<file path="src/rtl/fifo_arb_pkg.sv">
`default_nettype none
// ============================================================================
// Module  : fifo_arb_pkg
// Brief   : Shared state encoding and width helpers for the FIFO write arbiter.
// Revision: 1.0 - initial release
// ============================================================================
package fifo_arb_pkg;

  typedef enum logic [0:0] {
    IDLE  = 1'b0,
    BURST = 1'b1
  } arb_state_e;

  // Index width never collapses to zero, even for a single requester.
  function automatic int ptr_width(input int n);
    return (n > 1) ? $clog2(n) : 1;
  endfunction

  function automatic int cnt_width(input int max_burst);
    return $clog2(max_burst + 1);
  endfunction

endpackage
`default_nettype wire

</file>
<file path="src/rtl/fifo_wr_arbiter_rr_pick.sv">
`default_nettype none
// ============================================================================
// Module  : rr_pick
// Brief   : Combinational round-robin selector; scans ptr+1, ptr+2, ... mod N.
// Revision: 1.0 - initial release
// ============================================================================
module rr_pick
  import fifo_arb_pkg::*;
#(
  parameter int NUM_REQ = 4,
  parameter int PTR_W   = ptr_width(NUM_REQ)
) (
  input  logic [NUM_REQ-1:0] i_req,
  input  logic [PTR_W-1:0]   i_rr_ptr,
  output logic [NUM_REQ-1:0] o_pick,
  output logic [PTR_W-1:0]   o_idx,
  output logic               o_any
);

  int               w_sum;
  logic [PTR_W-1:0] w_cand;

  // Walk from the farthest candidate to the nearest so the nearest valid wins.
  always_comb begin
    o_pick = '0;
    o_idx  = '0;
    o_any  = 1'b0;
    w_sum  = 0;
    w_cand = '0;
    for (int k = NUM_REQ; k >= 1; k--) begin
      w_sum = int'(i_rr_ptr) + k;
      if (w_sum >= NUM_REQ) w_sum = w_sum - NUM_REQ;
      w_cand = PTR_W'(w_sum);
      if (i_req[w_cand]) begin
        o_idx = w_cand;
        o_any = 1'b1;
      end
    end
    o_pick[o_idx] = o_any;
  end

endmodule
`default_nettype wire

</file>
<file path="src/rtl/fifo_wr_arbiter.sv">
`default_nettype none
// ============================================================================
// Module  : fifo_wr_arbiter
// Brief   : Round-robin, burst-bounded arbiter for a shared FIFO write port.
//           Optional counters enabled by FIFO_WR_ARB_STATS_EN.
// Revision: 1.0 - initial release
// ============================================================================
module fifo_wr_arbiter
  import fifo_arb_pkg::*;
#(
  parameter int WIDTH     = 8,
  parameter int NUM_REQ   = 4,
  parameter int MAX_BURST = 4
) (
  input  logic                     w_clk,
  input  logic                     rst_w_n,
  input  logic [NUM_REQ-1:0]       req_valid,
  input  logic [NUM_REQ-1:0]       req_last,
  input  logic [NUM_REQ*WIDTH-1:0] req_data,
  output logic [NUM_REQ-1:0]       req_ready,
  input  logic                     fifo_full,
  output logic                     fifo_w_en,
  output logic [WIDTH-1:0]         fifo_w_data,
  output logic [NUM_REQ-1:0]       grant,
`ifdef FIFO_WR_ARB_STATS_EN
  output logic [31:0]              beat_count,
  output logic [31:0]              stall_count,
`endif
  output logic                     busy
);

  localparam int               PTR_W    = ptr_width(NUM_REQ);
  localparam int               CNT_W    = cnt_width(MAX_BURST);
  localparam logic [CNT_W-1:0] LAST_CNT = CNT_W'(MAX_BURST - 1);

  arb_state_e         r_state;
  arb_state_e         w_state_nxt;
  logic [NUM_REQ-1:0] r_grant;
  logic [PTR_W-1:0]   r_ptr;
  logic [CNT_W-1:0]   r_cnt;

  logic [NUM_REQ-1:0] w_pick;
  logic [PTR_W-1:0]   w_idx;
  logic               w_any;
  logic               w_gvalid;
  logic               w_glast;
  logic               w_beat;
  logic               w_release;

  rr_pick #(
    .NUM_REQ (NUM_REQ),
    .PTR_W   (PTR_W)
  ) u_pick (
    .i_req    (req_valid),
    .i_rr_ptr (r_ptr),
    .o_pick   (w_pick),
    .o_idx    (w_idx),
    .o_any    (w_any)
  );

  assign w_gvalid = |(r_grant & req_valid);
  assign w_glast  = |(r_grant & req_last);
  assign w_beat   = w_gvalid & ~fifo_full;
  assign grant    = r_grant;

  always_ff @(posedge w_clk or negedge rst_w_n) begin
    if (!rst_w_n) r_state <= IDLE;
    else          r_state <= w_state_nxt;
  end

  always_comb begin
    w_state_nxt = r_state;
    w_release   = 1'b0;
    case (r_state)
      IDLE:  if (w_any) w_state_nxt = BURST;
      BURST: begin
        // Losing valid releases at once; a full stall with valid held does not.
        if (!w_gvalid || (w_beat && (w_glast || r_cnt == LAST_CNT))) begin
          w_release   = 1'b1;
          w_state_nxt = IDLE;
        end
      end
      default: w_state_nxt = IDLE;
    endcase
  end

  always_comb begin
    busy        = (r_state == BURST);
    req_ready   = fifo_full ? '0 : r_grant;
    fifo_w_en   = w_beat;
    fifo_w_data = '0;
    for (int i = 0; i < NUM_REQ; i++) begin
      if (r_grant[i]) fifo_w_data = fifo_w_data | req_data[i*WIDTH +: WIDTH];
    end
  end

  // rr_ptr doubles as the granted index while in BURST.
  always_ff @(posedge w_clk or negedge rst_w_n) begin
    if (!rst_w_n) begin
      r_grant <= '0;
      r_ptr   <= PTR_W'(NUM_REQ - 1);
      r_cnt   <= '0;
    end else if (r_state == IDLE) begin
      if (w_any) begin
        r_grant <= w_pick;
        r_ptr   <= w_idx;
        r_cnt   <= '0;
      end
    end else begin
      if (w_beat)    r_cnt   <= r_cnt + CNT_W'(1);
      if (w_release) r_grant <= '0;
    end
  end

`ifdef FIFO_WR_ARB_STATS_EN
  logic [31:0] r_beat_cnt;
  logic [31:0] r_stall_cnt;

  always_ff @(posedge w_clk or negedge rst_w_n) begin
    if (!rst_w_n) begin
      r_beat_cnt  <= '0;
      r_stall_cnt <= '0;
    end else begin
      if (w_beat && r_beat_cnt != '1) r_beat_cnt <= r_beat_cnt + 32'd1;
      if (r_state == BURST && w_gvalid && fifo_full && r_stall_cnt != '1)
        r_stall_cnt <= r_stall_cnt + 32'd1;
    end
  end

  assign beat_count  = r_beat_cnt;
  assign stall_count = r_stall_cnt;
`endif

endmodule
`default_nettype wire

</file>
<file path="config.mk">
export PLATFORM = sky130hd
export DESIGN_NAME = fifo_wr_arbiter
export DESIGN_NICKNAME = d
export VERILOG_FILES = /design/src/rtl/fifo_arb_pkg.sv /design/src/rtl/fifo_wr_arbiter_rr_pick.sv /design/src/rtl/fifo_wr_arbiter.sv
export SDC_FILE = /design/constraint.sdc
export NUM_CORES = 1
export LEC_CHECK = 0
export ABC_AREA = 1
export BUFFER_PORTS_ARGS = -buffer_cell sky130_fd_sc_hd__buf_2
export CORE_UTILIZATION = 47
export CTS_CLUSTER_DIAMETER = 60
export DETAILED_ROUTE_END_ITERATION = 16
export MAX_ROUTING_LAYER = met4
export PLACE_DENSITY = 0.83
export SLEW_MARGIN = 30
export SYNTH_ARGS = -nofsm -noshare
export SYNTH_HDL_FRONTEND = slang
export SYNTH_HIERARCHICAL = 1
export SYNTH_SLANG_ARGS = --single-unit
</file>
<file path="constraint.sdc">
create_clock -name w_clk -period 3.7 [get_ports w_clk]
set_clock_uncertainty 0.2 [all_clocks]
set_input_delay 0.37 -clock w_clk [delete_from_list [all_inputs] [get_ports w_clk]]
set_output_delay 0.37 -clock w_clk [all_outputs]
set_load 0.01 [all_outputs]
</file>
After elaboration in Yosys (flattened, before gate mapping)
Cells that the tools add are included.

Add/sub/neg operators: 9. $mul: 0. Div/mod/pow operators: 0. Order comparisons: 10. Equality and inequality tests: 3. Shift-type cells: 0. Multiplexer cells: 38. Bitwise logic cells: 9. Reductions and logical operators: 11.

Operator list (number): 8-bit 2-to-1 mux (4); 8-bit bitwise OR (3); 2-bit 2-to-1 mux (8); 4-bit 2-to-1 mux (4); 2-bit by 3-bit less-than comparator with 1-bit output, second input constant (5); 1-bit 2-to-1 mux (13); 4-bit bitwise AND (3); 3-bit >= comparator, second input constant (3); 3-bit 2-to-1 mux (3); 1-bit binary-select mux with 2-bit select (4); 4-bit OR reduction (2); 2-bit by 1-bit subtractor with 2-bit output, second input constant (4); 2-bit by 2-bit adder with 3-bit output, second input constant (2); 2-bit AND reduction (3); 2-bit by 3-bit adder with 4-bit output, second input constant (1); 4-bit by 3-bit >= comparator with 1-bit output, second input constant (1); 2-bit by 1-bit inequality test with 1-bit output, second input constant (2); 2-bit by 1-bit adder with 3-bit output, second input constant (1); 3-bit by 1-bit adder with 3-bit output, second input constant (1); 3-bit by 2-bit equality test with 1-bit output, second input constant (1); 1-bit demux with 2-bit select (1); 2-bit by 1-bit >= comparator with 1-bit output, second input constant (1); 1-bit logical AND (2); 1-bit logical OR (2); 5 further kinds (6).

Register bits after elaboration: 10. Latch bits: 0. Bits in writable memories: 0. Bits in read-only memories: 0. Input port bits: 43. Output and inout port bits: 18. Memories kept: 0.

Depth between registers and ports, before layout
Gate-level depths: netlist of run 1.

Depth in word-level cells: 16. Gate-level depth with buffers: 14.

By module
Netlist of run 1, hierarchy kept.

Modules (own cells, without submodules): fifo_wr_arbiter (instances 1, cells each 116, area an instance 784.5 um2); rr_pick (instances 1, cells each 57, area an instance 301.5 um2).

Worst setup path before layout of run 1
Ideal clock, no wire load.

Path kind: reg-to-reg. From: register r_ptr[0]. To: register r_cnt[0]. Arrival time: 1548 ps. Data required time: 3378 ps. Setup slack: 1830 ps. Stages on the path, launching flop included: 12. Buffers on the path: 1. Period minus slack after synthesis: 1870 ps. Cell sequence: dfstp_2 buf_6 inv_8 nand2_1 nand3_2 and3_2 nand2_1 inv_1 nor2_2 inv_2 nand3_1 o21ai_1.

Word-level cells in the longest chain between the ends: 11.

RTL lines: from (decl) (line fifo_wr_arbiter.sv:39) `logic [PTR_W-1:0] r_ptr;`; from (signal assigned) (line fifo_wr_arbiter.sv:101) `r_ptr <= PTR_W'(NUM_REQ - 1);`; from (signal assigned) (line fifo_wr_arbiter.sv:106) `r_ptr <= w_idx;`; 2-bit by 3-bit adder with 4-bit output (line fifo_wr_arbiter_rr_pick.sv:31) `w_sum = int'(i_rr_ptr) + k;`; 4-bit by 3-bit >= comparator with 1-bit output or 2-bit by 1-bit subtractor with 2-bit output (tied branches) (line fifo_wr_arbiter_rr_pick.sv:32) `if (w_sum >= NUM_REQ) w_sum = w_sum - NUM_REQ;`; 2-bit 2-to-1 mux (line fifo_wr_arbiter_rr_pick.sv:32); 1-bit binary-select mux with 2-bit select (line fifo_wr_arbiter_rr_pick.sv:34) `if (i_req[w_cand]) begin`; 1-bit 2-to-1 mux (not written as such) (line fifo_wr_arbiter_rr_pick.sv:34); 1-bit 2-to-1 mux (3 in series) (line fifo_wr_arbiter_rr_pick.sv:34); 1-bit 2-to-1 mux * (line fifo_wr_arbiter_rr_pick.sv:34); net w_any (line fifo_wr_arbiter.sv:44) `logic w_any;`; 2-bit nonzero test (no line) *; 2-bit AND reduction (no line) *; to (signal assigned) (line fifo_wr_arbiter.sv:110) `if (w_beat) r_cnt <= r_cnt + CNT_W'(1);`; to (decl) (line fifo_wr_arbiter.sv:40) `logic [CNT_W-1:0] r_cnt;`.

The timed path passes the listed nets; every way through them passes the cells marked *. The select of a mux whose other input is x is not followed. A chain may end at the register's enable or synchronous reset.

Final worst setup path of run 1
Same ends and word-level chain as after synthesis.

==> results of run 1 <==
[power by group through the flow]
stage	clock network, mW	logic, mW	registers (mW)
final	0.0963	0.631	0.234
after global routing	0.103	0.722	0.243
after CTS	0.0981	0.634	0.233
after detailed placement	0	0.630	0.236
after global placement	0	0.625	0.235
after floorplan	0	0.544	0.195
[worst max-delay path: stages, from the launching register on]
cell and delay (ns):
dfstp_2 0.67, inv_8 0.06, nand2_1 0.10, nand3_2 0.08, and3_2 0.20, nand2_1 0.07
inv_1 0.06, nor2_2 0.22, inv_2 0.11, nand3_1 0.09, o21ai_1 0.06
[synth_stat cells (2+ instances only)]
cell type and instances:
nand2_2 19, dfstp_2 2, buf_6 2, clkbuf_8 3, nand2_4 2, dfrtp_1 8
o21ai_1 2, nor2_1 7, nand2_1 77, inv_1 15, nand3_1 9, nand4_1 8
nor2_4 2, inv_2 4, nor2_2 4, ha_1 2, nand3_2 2
[routing by layer]
layer | wire length (um) | vias to the layer above
met3 | 186 | 0
met5 | 0 | -
li1 | - | 656
met2 | 1180 | 41
met1 | 1190 | 531
met4 | 0 | 0
[cell type report]
cell class	instances	area, um2	share of cell area
Tap cell	28	35.0	0.0250
Sequential cell	10	253	0.180
Inverter	20	82.6	0.0588
Clock buffer	4	36.3	0.0258
Multi-Input combinational cell	138	687	0.489
Timing Repair Buffer	61	310	0.221
[timing repair]
item,CTS,global route
endpoints found under the hold margin,10,0
resized for setup,0,0
hold buffers,1,0
[registers in the layout, summed over array words and instances (netlist names)]
name,count
busy,1
r_cnt,3
r_ptr,2
grant,4
[cells by family after synthesis]
kind of cell    count (synthesis)  synth area share
compound gates                  5            0.0323
fa+ha+maj                       2            0.0230
buf+inv                        25             0.135
simple gates                  131             0.577
flops                          10             0.233
[stage by stage]
step	power (mW)	utilization	std cells	instance area [um2]
3_3_place_gp	0.860	0.620	256	1360
5_1_grt	1.07	0.641	261	1400
3_5_place_dp	0.866	0.620	256	1360
2_1_floorplan	0.739	-	173	1090
6_report	0.962	0.641	261	1400
4_1_cts	0.966	0.641	261	1400
[how the worst min path moves through the flow]
stage	from	to	slack (ns)	cells past startpoint
floorplan	rst_w_n	busy	-0.13	0
finish	fifo_full	r_cnt[1]	0.28	4
global placement	rst_w_n	busy	0.04	1
CTS	fifo_full	r_cnt[1]	0.28	4
detailed placement	rst_w_n	busy	0.04	1
global route	rst_w_n	busy	0.30	2
==> results_dict.tcl, run 1 <==
set metrics [dict create \
    status "finished clean" \
    grt_util_met1 0.284 \
    die_area_um2 2510 \
    wl_um 2560 \
    fillers 216 \
    p_leak_nw 0.833 \
    cp-end-kind "flip-flop" \
    core-area_um2 2190 \
    clock-sinks 10 \
    p_clk_frac 0.100 \
    place_ws_ns 1.69 \
    drc_errors 0 \
    top_usage_layer "met2" \
    track_usage 0.224 \
    start_kind "flip-flop" \
    synth_edf_count 0 \
    power.switching_mw 0.504 \
    whs_ns 0.276 \
    finalMaxSlewViolations 0 \
    power_frac_seq 0.243 \
    rr_startpoint "r_ptr[0]" \
    start_util 0.496 \
    fp.dieH_um 50.1 \
    critPathMaxFanout 9 \
    rows 17 \
    endpoint "r_cnt[0]" \
    overflow 0 \
    grt_pass1_vias 1012 \
    gr-usage-met3 0.0617 \
    timing.rr.end "r_cnt[0]" \
    synth_top_area_frac 0.266 \
    diodes 0 \
    netlist_area_um2 1090 \
    grt_setup_unrepaired "no" \
    clock_latency_ns 0.26 \
    ir_worst_vdd_mv 0.556 \
    pin_count 61 \
    switching_share 0.524 \
    grt_pass1_wl_um 4280 \
    mostFrequentLayoutCells "nand2_1 (77), buf_2 (60), nand2_2 (19)" \
    r2r_cells 10 \
    reg2reg_slack_ns 1.67 \
    dp_hpwl_um 2060 \
    post_cts_buffers 0 \
    worstSetupPathType "reg -> reg" \
    fin_ws_ns 1.67 \
    setup_violations 0 \
    max_freq_mhz 492 \
    synth_area_leader_cell "nand2_1" \
    syn-mean-instance-area_um2 6.28 \
    synth_nets 218 \
    relSlewSlack 0.704 \
    nets 279 \
    final_common_cell "nand2_1" \
    ant_nets 0 \
    place.gp.congestion 0.882 \
    path_clk_slew_ns 0.06 \
    synth_ff_type "dfrtp_1" \
    cts_tree "built" \
    numPortBuffers 60 \
    use_met2 0.369 \
    syn2layout_area_growth_pct 29.3 \
    via_per_inst 4.70 \
    p_comb_frac 0.656 \
    crit_start "r_ptr[0]" \
    p_per_area_nw_per_um2 685 \
    ys_ff_latch 10 \
    finalCritPeriodShare 0.549 \
    cts_inserted_buffers 3 \
    setup-tns-final_ns 0 \
    synthCells 173 \
    worstHoldPathType "in -> reg" \
    async_flop_share 1.00 \
    seq_area_frac_synth 0.233 \
    post_drt_wl_per_cell_um 9.82 \
    root_buffer "clkbuf_4" \
    die_x_um 50.1 \
    yosys.cell_types.count 22 \
    firstDrtPassIters 4 \
    yosys-top-cells-area "nand2_1 (27%), dfrtp_1 (18%), nand2_2 (11%)" \
    period_minus_slack_ns 2.03 \
    internal-power_mw 0.458 \
    arrival_ns 1.98 \
    antenna_found_initial 0 \
    cts-htree-levels 1 \
    clockBufferDepth 2 \
    vias 1228 \
    first_iter_violations 25 \
    drive_above_1_share 0.442 \
    synth_warnings 6 \
    required_ns 3.65 \
    hold_viol_final 0 \
    grt_max_degree 14 \
    drv_cap 0 \
    tightest_slew_ns 0.444 \
]
(Power assumes the default switching activity.)
==> inputs of run 2 (changes only) <==
--- a/config.mk
+++ b/config.mk
@@ -5,13 +5,13 @@
 export SDC_FILE = /design/constraint.sdc
 export NUM_CORES = 1
 export LEC_CHECK = 0
-export ABC_AREA = 1
+export ABC_AREA = 0
 export BUFFER_PORTS_ARGS = -buffer_cell sky130_fd_sc_hd__buf_2
-export CORE_UTILIZATION = 47
+export CORE_UTILIZATION = 42
 export CTS_CLUSTER_DIAMETER = 60
 export DETAILED_ROUTE_END_ITERATION = 16
 export MAX_ROUTING_LAYER = met4
-export PLACE_DENSITY = 0.83
+export PLACE_DENSITY = 0.78
 export SLEW_MARGIN = 30
 export SYNTH_ARGS = -nofsm -noshare
 export SYNTH_HDL_FRONTEND = slang
==> constraint.sdc (replaced) <==
create_clock -name w_clk -period 2.15 [get_ports w_clk]
set_clock_uncertainty 0.2 [all_clocks]
set_input_delay 0.215 -clock w_clk [delete_from_list [all_inputs] [get_ports w_clk]]
set_output_delay 0.215 -clock w_clk [all_outputs]
set_load 0.01 [all_outputs]
==> run 2 against run 1 <==
- combinational power rose by 13%
- global-route usage fell by 1.3 points
- clock power rose by 69%
- critical path depth fell by 6
- via count fell by 14%
- die area barely moved
- first-iteration DRC count rose by 4.0%
- non-clock buffer count did not move
- final cell count fell by 26%
- total power rose by 37%
- sequential power rose by 87%
- critical path type is now reg -> out
==> results_dict.tcl, run 2 <==
set metrics [dict create \
    status "finished clean" \
    wl_um 2450 \
    first_iter_violations 26 \
    grt_pass1_wl_um 4080 \
    post_drt_wl_per_cell_um 12.6 \
    crit_start "grant[0]" \
    die_x_um 50.1 \
    fin_ws_ns 0.144 \
    critPathMaxFanout 13 \
    timing.rr.end "grant[3]" \
    required_ns 1.74 \
    cts-htree-levels 1 \
    cp-end-kind "output port" \
    yosys.cell_types.count 39 \
    finalMaxSlewViolations 0 \
    final_common_cell "buf_2" \
    synth_most_common_cell "nand2_1" \
    synthCells 109 \
    ant_nets 0 \
    overflow 0 \
    netlist_area_um2 970 \
    clockBufferDepth 2 \
    die_area_um2 2510 \
    place_ws_ns 0.318 \
    post_cts_buffers 0 \
    setup-tns-final_ns 0 \
    nets 212 \
    reg2reg_slack_ns 0.31 \
    drc_errors 0 \
    synth_top_area_frac 0.206 \
    p_leak_nw 0.663 \
    finalCritPeriodShare 0.933 \
    p_per_area_nw_per_um2 1040 \
    tightest_slew_ns 0.468 \
    core-area_um2 2190 \
    pin_count 61 \
    seq_area_frac_synth 0.261 \
    relSlewSlack 0.688 \
    start_kind "flip-flop" \
    grt_max_degree 15 \
    track_usage 0.211 \
    vias 1052 \
    endpoint "fifo_w_en" \
    largest_reg_flops 4 \
    grt_pass1_vias 942 \
    rows 17 \
    place.gp.congestion 0.775 \
    firstDrtPassIters 4 \
    max_freq_mhz 498 \
    via_per_inst 5.42 \
    rr_startpoint "grant[0]" \
    fp.dieH_um 50.1 \
    numPortBuffers 60 \
    synth_ff_type "dfrtp_1" \
    mostFrequentLayoutCells "buf_2 (60), nand2_1 (19), a22oi_1 (16)" \
    synth_common_cells "nand2_1 (19), a22oi_1 (16), dfrtp_1 (8)" \
    antenna_found_initial 0 \
    worstSetupPathType "reg -> out" \
    grt_setup_unrepaired "no" \
    diodes 0 \
    r2r_cells 4 \
    period_minus_slack_ns 2.01 \
    synth_warnings 6 \
    clock-sinks 10 \
    worstHoldPathType "in -> async" \
    ir_worst_vdd_mv 0.554 \
    path_clk_slew_ns 0.07 \
    synth_area_leader_cell "dfrtp_1" \
    cts_tree "built" \
    hold_viol_final 0 \
    async_flop_share 1.00 \
    yosys-top-cells-area "dfrtp_1 (21%), a22oi_1 (12%), nand2_1 (7.4%)" \
    synth_edf_count 0 \
    start_util 0.443 \
    arrival_ns 1.59 \
    setup_violations 0 \
    cts_inserted_buffers 3 \
    root_buffer "clkbuf_4" \
    ys_ff_latch 10 \
    syn-mean-instance-area_um2 8.90 \
    synth_nets 154 \
    syn2layout_area_growth_pct 30.3 \
    dp_hpwl_um 1890 \
    clock_latency_ns 0.26 \
    p_total_mw 1.31 \
    drive_above_1_share 0.452 \
    drv_cap 0 \
]
[run 2: cell count changes after synthesis, moves of 5 or more]
cell / change
a22oi_1: +16
nand2_2: -19
nand2_1: -58
nand4_1: -8
inv_1: -10
nor2b_1: +5
nand3_1: -9
a22o_1: +5
[run 2: how the worst min path moves through the flow]
| stage | end | start |
|---|---|---|
| CTS | r_cnt[2] | rst_w_n |
| global route | r_cnt[0] | rst_w_n |
| floorplan | busy | rst_w_n |
| finish | r_cnt[2] | rst_w_n |
| detailed placement | r_cnt[2] | rst_w_n |
| global placement | r_cnt[2] | rst_w_n |
[run 2: cell families after synthesis]
family,Yosys count,synth area share
buffers and inverters,13,0.110
and+or+nand+nor,37,0.191
DFF,10,0.261
muxes,3,0.0310
AOI/OAI and AO/OA,44,0.382
adders and majority gates,2,0.0258
[run 2: area by class of cell]
| type | count | area, um2 |
|---|---|---|
| multi-input combinational | 86 | 611 |
| tap | 28 | 35.0 |
| sequential | 10 | 253 |
| inverter | 5 | 18.8 |
| timing repair buffer | 61 | 310 |
| fill | 214 | 927 |
| clock buffer | 4 | 36.3 |
[run 2: metal layers]
| metal | up-vias | GRT usage | part of all wire |
|---|---|---|---|
| li1 | 519 | - | - |
| met1 | 504 | 0.244 | 0.41 |
| met2 | 29 | 0.378 | 0.53 |
| met3 | 0 | 0.0586 | 0.060 |
| met4 | 0 | 0.00476 | 0 |
| met5 | - | - | 0 |
[run 2: repair_timing]
action                                 in CTS  in global routing
hold buffers                                1                  0
endpoints found under the hold margin      10                  0
resized for setup                           0                  0
[run 2: stage by stage]
step	cells	hold slack, ns	instance area [um2]	util
2_1_floorplan	109	-0.281	970	-
3_3_place_gp	189	-0.121	1220	0.556
3_5_place_dp	189	-0.116	1220	0.556
4_1_cts	194	0.137	1260	0.577
5_1_grt	194	0.156	1260	0.577
6_report	194	0.129	1260	0.577
[run 2: critical path, cell delays in order, from the launching register on]
cell      delay (ns)
dfrtp_1         0.52
a22o_1          0.30
a221oi_4        0.30
nor2_1          0.06
buf_2           0.15
[run 2: where the power goes]
| group | internal (mW) | leakage, nW | switching [mW] |
|---|---|---|---|
| clock network | 0.103 | 0.0210 | 0.0606 |
| registers | 0.268 | 0.128 | 0.169 |
| logic | 0.359 | 0.514 | 0.355 |
| total | 0.729 | 0.663 | 0.585 |
==> inputs of run 3 (changes only) <==
--- a/config.mk
+++ b/config.mk
@@ -5,13 +5,13 @@
 export SDC_FILE = /design/constraint.sdc
 export NUM_CORES = 1
 export LEC_CHECK = 0
-export ABC_AREA = 0
+export ABC_AREA = 1
 export BUFFER_PORTS_ARGS = -buffer_cell sky130_fd_sc_hd__buf_2
-export CORE_UTILIZATION = 42
+export CORE_UTILIZATION = 44
 export CTS_CLUSTER_DIAMETER = 60
 export DETAILED_ROUTE_END_ITERATION = 16
 export MAX_ROUTING_LAYER = met4
-export PLACE_DENSITY = 0.78
+export PLACE_DENSITY = 0.79
 export SLEW_MARGIN = 30
 export SYNTH_ARGS = -nofsm -noshare
 export SYNTH_HDL_FRONTEND = slang
==> run 3 against run 2 <==
- flip-flop and latch count unchanged
- worst hold slack worse by 0.0055 ns
- wire length increased by 0.20%
- largest power group unchanged
==> results_dict.tcl, run 3 (synthesis results as in run 1) <==
set metrics [dict create \
    required_ns 2.10 \
    p_leak_nw 0.832 \
    ant_nets 0 \
    pin_count 61 \
    route.met2.wl_um 1060 \
    clock_latency_ns 0.27 \
    clockBufferDepth 2 \
    rows 17 \
    cts_inserted_buffers 3 \
    hold_viol_final 0 \
    reg2reg_slack_ns 0.28 \
    syn2layout_area_growth_pct 29.0 \
    die_area_um2 2670 \
    m1WireLength_um 1180 \
    grt_max_degree 14 \
    final_core_utilization 0.616 \
    p_per_area_nw_per_um2 1170 \
    setup-tns-final_ns 0 \
    dpl_cell_area_um2 1370 \
    critPathMaxFanout 9 \
    worstHoldPathType "in -> reg" \
    setup_violations 0 \
    stdcell_count 262 \
    drv_cap 0 \
    top_layer_used "met3" \
    rr_startpoint "r_ptr[0]" \
    numPortBuffers 60 \
    grt_setup_unrepaired "no" \
    die_x_um 51.7 \
    max_freq_mhz 535 \
    root_buffer "clkbuf_4" \
    first_iter_violations 26 \
    grt_pass1_wl_um 4020 \
    placed_cells 257 \
    via_per_inst 4.65 \
    crit_start "r_ptr[0]" \
    cts_tree "built" \
    period_minus_slack_ns 1.87 \
    cp-end-kind "flip-flop" \
    fin_area_um2 1400 \
    r2r_cells 10 \
    finalCritPeriodShare 0.869 \
    fp.dieH_um 51.7 \
    start_util 0.477 \
    vias 1218 \
    timing.rr.end "r_cnt[0]" \
    wl_um 2450 \
    nets 280 \
    finalMaxSlewViolations 0 \
    worstSetupPathType "reg -> reg" \
    firstDrtPassIters 4 \
    place.gp.congestion 0.915 \
    largest_reg_flops 4 \
    p_total_mw 1.64 \
    final_common_cell "nand2_1" \
    endpoint "r_cnt[0]" \
    dp_hpwl_um 2030 \
    drc_errors 0 \
    cts-htree-levels 1 \
    wl_met3_um 208 \
    track_usage 0.201 \
    drive_above_1_share 0.440 \
    diodes 0 \
    relSlewSlack 0.721 \
    arrival_ns 1.82 \
    grt_pass1_vias 938 \
    overflow 0 \
    post_drt_wl_per_cell_um 9.35 \
    core-area_um2 2280 \
    mostFrequentLayoutCells "nand2_1 (77), buf_2 (60), nand2_2 (19)" \
    status "finished clean" \
    tightest_slew_ns 0.419 \
    antenna_found_initial 0 \
    ir_worst_vdd_mv 0.801 \
    start_kind "flip-flop" \
    clock-sinks 10 \
    path_clk_slew_ns 0.06 \
]
run 3: worst min path at each step:
stage	startpoint	end	slack, ns	cells past startpoint
floorplan	rst_w_n	busy	-0.28	0
global placement	rst_w_n	busy	-0.12	1
detailed placement	rst_w_n	r_cnt[0]	-0.11	1
CTS	fifo_full	r_cnt[1]	0.12	4
global route	rst_w_n	busy	0.14	2
finish	fifo_full	r_cnt[1]	0.12	4
run 3: metrics by stage:
| stage | setup WS [ns] | hold WS, ns |
|---|---|---|
| finish | 0.282 | 0.123 |
| global route | 0.145 | 0.144 |
| CTS | 0.273 | 0.121 |
| detailed placement | 0.287 | -0.115 |
| global placement | 0.302 | -0.118 |
| floorplan | 0.280 | -0.281 |
run 3: final cells by class:
class	instances	area (um2)
Clock buffer	4	26.3
Inverter	20	82.6
Multi-Input combinational cell	138	687
Timing Repair Buffer	62	318
Sequential cell	10	253
Fill cell	235	875
Tap cell	28	35.0
run 3: critical path: stages (launching register included):
cell	delay, ns
dfstp_2	0.67
nand2_1	0.10
nand2_2	0.10
nand2_2	0.08
and3_2	0.17
nand2_1	0.07
inv_1	0.06
nor2_2	0.11
inv_2	0.07
nand3_1	0.08
o21ai_1	0.06
run 3: layer usage:
metal	global-route usage	vias to the layer above
li1	-	661
met1	0.273	511
met2	0.305	46
met3	0.0556	0
met4	0.0270	0
met5	-	-
run 3: what timing repair did:
item                                   CTS  global route
gates resized for setup                  0             0
endpoints found under the hold margin   10             0
hold buffers                             1             0
buffers inserted                         0             0
run 3: report_power, final:
| part | leakage [nW] | switching [mW] | total [mW] | internal [mW] |
|---|---|---|---|---|
| logic | 0.690 | 0.666 | 1.10 | 0.436 |
| registers | 0.128 | 0.135 | 0.400 | 0.265 |
| clock network | 0.0150 | 0.0653 | 0.137 | 0.0717 |
| total | 0.832 | 0.866 | 1.64 | 0.773 |
